## src/rtl/adc_pkg.sv

```systemverilog
// Shared ADC/DAC definitions: default widths, full-scale value and the
// code mapping used on both the DAC output path and the ADC capture path.
package adc_pkg;

    localparam int ADC_DATA_W  = 8;
    localparam int ADC_CLK_DIV = 50;

    localparam logic [ADC_DATA_W-1:0] FULL_SCALE = '1;

    function automatic logic [ADC_DATA_W-1:0] code_map(
        input logic [ADC_DATA_W-1:0] code,
        input logic                  invert
    );
        return invert ? FULL_SCALE - code : code;
    endfunction

endpackage

```

## src/rtl/adc_capture_fifo.sv

```systemverilog
// First-word-fall-through sample buffer with extra-bit pointers.
// Reset discards contents by clearing the pointers.
module sample_fifo #(
    parameter int W     = 8,
    parameter int DEPTH = 4
) (
    input  logic         clk,
    input  logic         reset_n,
    input  logic         wr_en,
    input  logic [W-1:0] wr_data,
    input  logic         rd_en,
    output logic [W-1:0] rd_data,
    output logic         empty,
    output logic         full
);

    localparam int AW = $clog2(DEPTH);

    logic [W-1:0] mem [DEPTH];
    logic [AW:0]  wr_ptr;
    logic [AW:0]  rd_ptr;
    logic         do_wr;
    logic         do_rd;

    assign empty = (wr_ptr == rd_ptr);
    assign full  = (wr_ptr[AW] != rd_ptr[AW]) &&
                   (wr_ptr[AW-1:0] == rd_ptr[AW-1:0]);

    assign do_rd = rd_en && !empty;
    // A write into a full buffer is legal when the head leaves this cycle
    assign do_wr = wr_en && (!full || do_rd);

    assign rd_data = mem[rd_ptr[AW-1:0]];

    always_ff @(posedge clk or negedge reset_n) begin
        if (!reset_n) begin
            wr_ptr <= '0;
            rd_ptr <= '0;
        end else begin
            if (do_wr) wr_ptr <= wr_ptr + 1'b1;
            if (do_rd) rd_ptr <= rd_ptr + 1'b1;
        end
    end

    always_ff @(posedge clk) begin
        if (do_wr) mem[wr_ptr[AW-1:0]] <= wr_data;
    end

endmodule

```

## src/rtl/adc_capture.sv

```systemverilog
// Parallel ADC capture: sample clock divider, code mapping, sample buffer
// and back-pressure drop accounting.
module adc_capture
    import adc_pkg::*;
#(
    parameter int DATA_W     = ADC_DATA_W,
    parameter int CLK_DIV    = ADC_CLK_DIV,
    parameter bit INVERT     = 1'b1,
    parameter int FIFO_DEPTH = 4,
    parameter int CNT_W      = 16
) (
    input  logic              clk,
    input  logic              reset_n,
    input  logic              en,
    input  logic [DATA_W-1:0] ad_data,
    output logic              adc_clk,
    output logic [DATA_W-1:0] out_data,
    output logic              out_valid,
    input  logic              out_ready,
    input  logic              clr_ovf,
    output logic              overflow,
    output logic [CNT_W-1:0]  drop_cnt
);

    localparam int CW = $clog2(CLK_DIV);
    localparam logic [CW-1:0]    CNT_LAST = CW'(CLK_DIV - 1);
    localparam logic [CW-1:0]    CNT_HALF = CW'(CLK_DIV / 2);
    localparam logic [CNT_W-1:0] DROP_MAX = '1;

    logic [CW-1:0]     cnt;
    logic [DATA_W-1:0] ad_q;
    logic [DATA_W-1:0] conv;
    logic [DATA_W-1:0] head;
    logic [DATA_W-1:0] hold_q;
    logic              strobe;
    logic              pop;
    logic              drop;
    logic              empty;
    logic              full;

    assign strobe = en && (cnt == CNT_LAST);
    assign pop    = !empty && out_ready;
    assign drop   = strobe && full && !pop;

    generate
        if (DATA_W == ADC_DATA_W) begin : g_pkg_map
            assign conv = code_map(ad_q, INVERT);
        end else begin : g_local_map
            assign conv = INVERT ? ~ad_q : ad_q;
        end
    endgenerate

    always_ff @(posedge clk or negedge reset_n) begin
        if (!reset_n) begin
            cnt     <= '0;
            adc_clk <= 1'b0;
            ad_q    <= '0;
        end else begin
            ad_q    <= ad_data;
            adc_clk <= en && (cnt < CNT_HALF);
            if (!en || cnt == CNT_LAST) cnt <= '0;
            else                        cnt <= cnt + 1'b1;
        end
    end

    sample_fifo #(
        .W     (DATA_W),
        .DEPTH (FIFO_DEPTH)
    ) u_fifo (
        .clk     (clk),
        .reset_n (reset_n),
        .wr_en   (strobe),
        .wr_data (conv),
        .rd_en   (pop),
        .rd_data (head),
        .empty   (empty),
        .full    (full)
    );

    // Last popped word is shown once the buffer runs dry
    always_ff @(posedge clk or negedge reset_n) begin
        if (!reset_n) hold_q <= '0;
        else if (pop) hold_q <= head;
    end

    assign out_valid = !empty;
    assign out_data  = empty ? hold_q : head;

    always_ff @(posedge clk or negedge reset_n) begin
        if (!reset_n) begin
            overflow <= 1'b0;
            drop_cnt <= '0;
        end else begin
            if (drop)         overflow <= 1'b1;
            else if (clr_ovf) overflow <= 1'b0;
            if (clr_ovf)
                drop_cnt <= drop ? CNT_W'(1) : '0;
            else if (drop && drop_cnt != DROP_MAX)
                drop_cnt <= drop_cnt + 1'b1;
        end
    end

endmodule

```

## config.mk

```make
export PLATFORM = sky130hd
export DESIGN_NAME = adc_capture
export DESIGN_NICKNAME = d
export VERILOG_FILES = /design/src/rtl/adc_pkg.sv /design/src/rtl/adc_capture_fifo.sv /design/src/rtl/adc_capture.sv
export SDC_FILE = /design/constraint.sdc
export NUM_CORES = 1
export LEC_CHECK = 0
export CELL_PAD_IN_SITES_DETAIL_PLACEMENT = 1
export CELL_PAD_IN_SITES_GLOBAL_PLACEMENT = 1
export CORE_ASPECT_RATIO = 0.6
export CORE_MARGIN = 4
export CORE_UTILIZATION = 49
export DETAILED_ROUTE_END_ITERATION = 8
export PLACE_DENSITY_LB_ADDON = 0.1
export SYNTH_ARGS = -nofsm -noshare
export SYNTH_HDL_FRONTEND = slang
export SYNTH_HIERARCHICAL = 1
export SYNTH_SLANG_ARGS = --single-unit
```

## constraint.sdc

```tcl
create_clock -name clk -period 9.4 [get_ports clk]
set_clock_uncertainty 0.2 [all_clocks]
set_input_delay 2.35 -clock clk [delete_from_list [all_inputs] [get_ports clk]]
set_output_delay 2.35 -clock clk [all_outputs]
set_load 0.02 [all_outputs]
```

==> metrics.txt <==
CTS buffer count 9; die area 8680 µm²; worst path bufs/invs 2; RSZ-0062 raised after global routing false; status completed; CP Launch Type flop; n_diodes 0; CTS tree built; drc violations 0; initial antenna violation count 0; Die Y 73.8 µm; worst-path maximum fanout 13; gr usage total 21.5%; Synth Flop Type dfrtp_1; number of global-route vias before repair roughly 2500; Static Leak 1.73 nW; post-cts sizing count 0; Hold Crit Class reg -> reg; Final Slew Violations 0; Top delay family on crit path buffers and inverters; measured slew at the worst slew-check pin 0.873 ns; Switching Power 0.321 mW; DP Worst Slack 4.06 ns; final setup fails 0; DRT Pass-1 Iters 4; Starting Density around half; EDFF count, synth 32; largest net degree at the start of global routing 47; P&R area growth vs syn 21.1%; final cell utilization of the core between 60% and 70%; sw frac 30.8%; clock power share approximately a third; Seq cells post-synth 78; most common cell after layout, fill and taps aside dfrtp_1; met2 wire len 3.57 mm; first-pass GRT wire length ~14 mm; max layer used met4; Final Cycle Share 60.5%; Max Root-Sink Buffers 2; final hold violations 0; Mapped Area 3530 µm²; wire length per cell between 15 and 20 µm; average cell area after synthesis 12.5 µm²; Yosys cell types 41; Routed met1 length about 4 mm; I/O Pins 40; max_slew headroom 41.6%; Skew-Pair Late Insertion Delay roughly 0.34 ns; Critical Path AT 3.14 ns; grt total ovfl 0; fmax 0.176 GHz; Cell Rows 23; CTS hold repair buffers 0; Int Pwr ~0.72 mW; Max H-tree Level 3; sequential area share after synthesis 59.8%; Setup Buffers After CTS 0; Critical Path Sink Type output pin; met3 wire len 522 µm; cell area after placement 3980 µm²; I/O Buffers 39; number of DRC markers in iteration 0 139; clock transition at the registers of the reported paths 0.06 ns; Power Dens Cells 244 nW/µm²; routability cong. 0.775; setup TNS 0 ns; Combinational Power Share 26.4%; final wirelength between 8 and 9 mm; PnR Total Power roughly 1.0 mW; Syn Inst Count 283; synthesized net count just over 300; Flop pwr share 40.1%; final worst path period need 5.69 ns; Max VDD drop 0.192 mV; asr flop ratio synth approximately three fifths; critical path class reg -> out; critical path's slowest cell dfrtp_1; vias after detailed routing 2377; CP Data Required Time 6.85 ns; chip width between 100 and 150 µm; most frequent cells in the layout 46 x dfrtp_1, 38 x nand2_1, 38 x clkdlybuf4s50_1; Worst path max stage delay 0.78 ns; Final Cell Area 4280 µm²; Yosys warning count 6; Max-Cap Viols 0; layout cell share with drive strength beyond 1 between 10% and 20%; vias per std cell 5.69; crit-path cells xor2_1 -> nor3_1 -> buf_4 -> mux2_2 -> clkdlybuf4s50_1; hpwl dp 5.76 mm; Final nets 348; area of the core 6850 µm²; Final ANT Viol Nets 0; clock sinks 78; Setup WS post-layout 3.71 ns; root buffer cell clkbuf_16
-- worst min-delay path: stages, from the launching register on --
cell and delay (ns):
dfrtp_1 0.33, nand2_1 0.05, nand2_1 0.06
-- metrics by stage --
stage | cells | hold slack, ns
after CTS | 418 | 0.280
after floorplan | 283 | 0.239
after global placement | 402 | 0.254
after detailed placement | 402 | 0.265
final | 418 | 0.272
after global routing | 418 | 0.303
-- final timing paths --
kind | from | end | slack, ns | cells past startpoint
min in group asynchronous | reset_n | hold_q[6]$_DFFE_PN0P_ | 1.89 | 2
hold reg to reg | hold_q[0]$_DFFE_PN0P_ | hold_q[0]$_DFFE_PN0P_ | 0.27 | 2
max in group asynchronous | reset_n | hold_q[5]$_DFFE_PN0P_ | 6.67 | 2
setup / recovery | u_fifo/rd_ptr[0]$_DFFE_PN0P_ | out_data[5] | 3.71 | 5
hold / removal | hold_q[0]$_DFFE_PN0P_ | hold_q[0]$_DFFE_PN0P_ | 0.27 | 2
setup reg to reg | u_fifo/rd_ptr[0]$_DFFE_PN0P_ | drop_cnt[14]$_DFFE_PN0P_ | 5.53 | 8
-- synthesized netlist by cell type, types with 3 or more instances --
| master | count | area [µm²] |
|---|---|---|
| edfxtp_1 | 32 | 961 |
| or4_1 | 3 | 22.5 |
| o31ai_1 | 3 | 22.5 |
| nand3_1 | 6 | 30.0 |
| nand4_1 | 6 | 37.5 |
| mux2_2 | 9 | 101 |
| mux4_2 | 8 | 180 |
| nand2_1 | 38 | 143 |
| inv_1 | 21 | 78.8 |
| nor2_1 | 21 | 78.8 |
| nor4_1 | 4 | 25.0 |
| buf_2 | 3 | 15.0 |
| or3_1 | 5 | 31.3 |
| and2_1 | 3 | 18.8 |
| xor2_1 | 5 | 43.8 |
| and3_1 | 4 | 25.0 |
| a21oi_1 | 7 | 35.0 |
| o21ai_0 | 7 | 35.0 |
| ha_1 | 9 | 113 |
| dfrtp_1 | 46 | 1150 |
| nor3_1 | 7 | 35.0 |
| xnor2_1 | 13 | 114 |
-- metal layers --
layer,vias up,global-route usage (%)
li1,1087,-
met1,1218,30.2
met2,59,31.2
met3,13,8.08
met4,0,7.01
met5,-,0
-- power groups by stage --
stage	clock network (mW)	registers, mW	logic (mW)
finish	0.349	0.418	0.276
global route	0.379	0.425	0.300
CTS	0.357	0.419	0.279
detailed placement	0	0.425	0.277
global placement	0	0.423	0.268
floorplan	0	0.400	0.204
-- cell families (layout without fill, tap and decap cells) --
kind of cell    Yosys count  in the layout  synth area share (%)
fa+ha+maj                 9              9                  3.19
simple gates            104            104                  15.3
xor+xnor                 18             18                  4.46
mux                      19             19                  8.57
buf+inv                  31             79                  4.28
flops                    78             78                  59.8
compound gates           24             24                  4.46
-- flip-flops by register name, indices dropped and copies added, names as in the netlist --
register and flops:
hold_q 8, drop_cnt 16, cnt 6, u_fifo/rd_ptr 3
ad_q 8, u_fifo/wr_ptr 3, adc_clk 1, u_fifo/mem 32
overflow 1
-- cell type report --
class / instances / area (µm²)
Timing Repair Buffer: 41 / 400
Tap cell: 87 / 109
Clock inverter: 6 / 70.1
Multi-Input combinational cell: 174 / 1270
Sequential cell: 78 / 2110
Inverter: 22 / 90.1
Clock buffer: 10 / 229
Fill cell: 690 / 2570
Note: power is estimated with default switching activity, not from simulation.
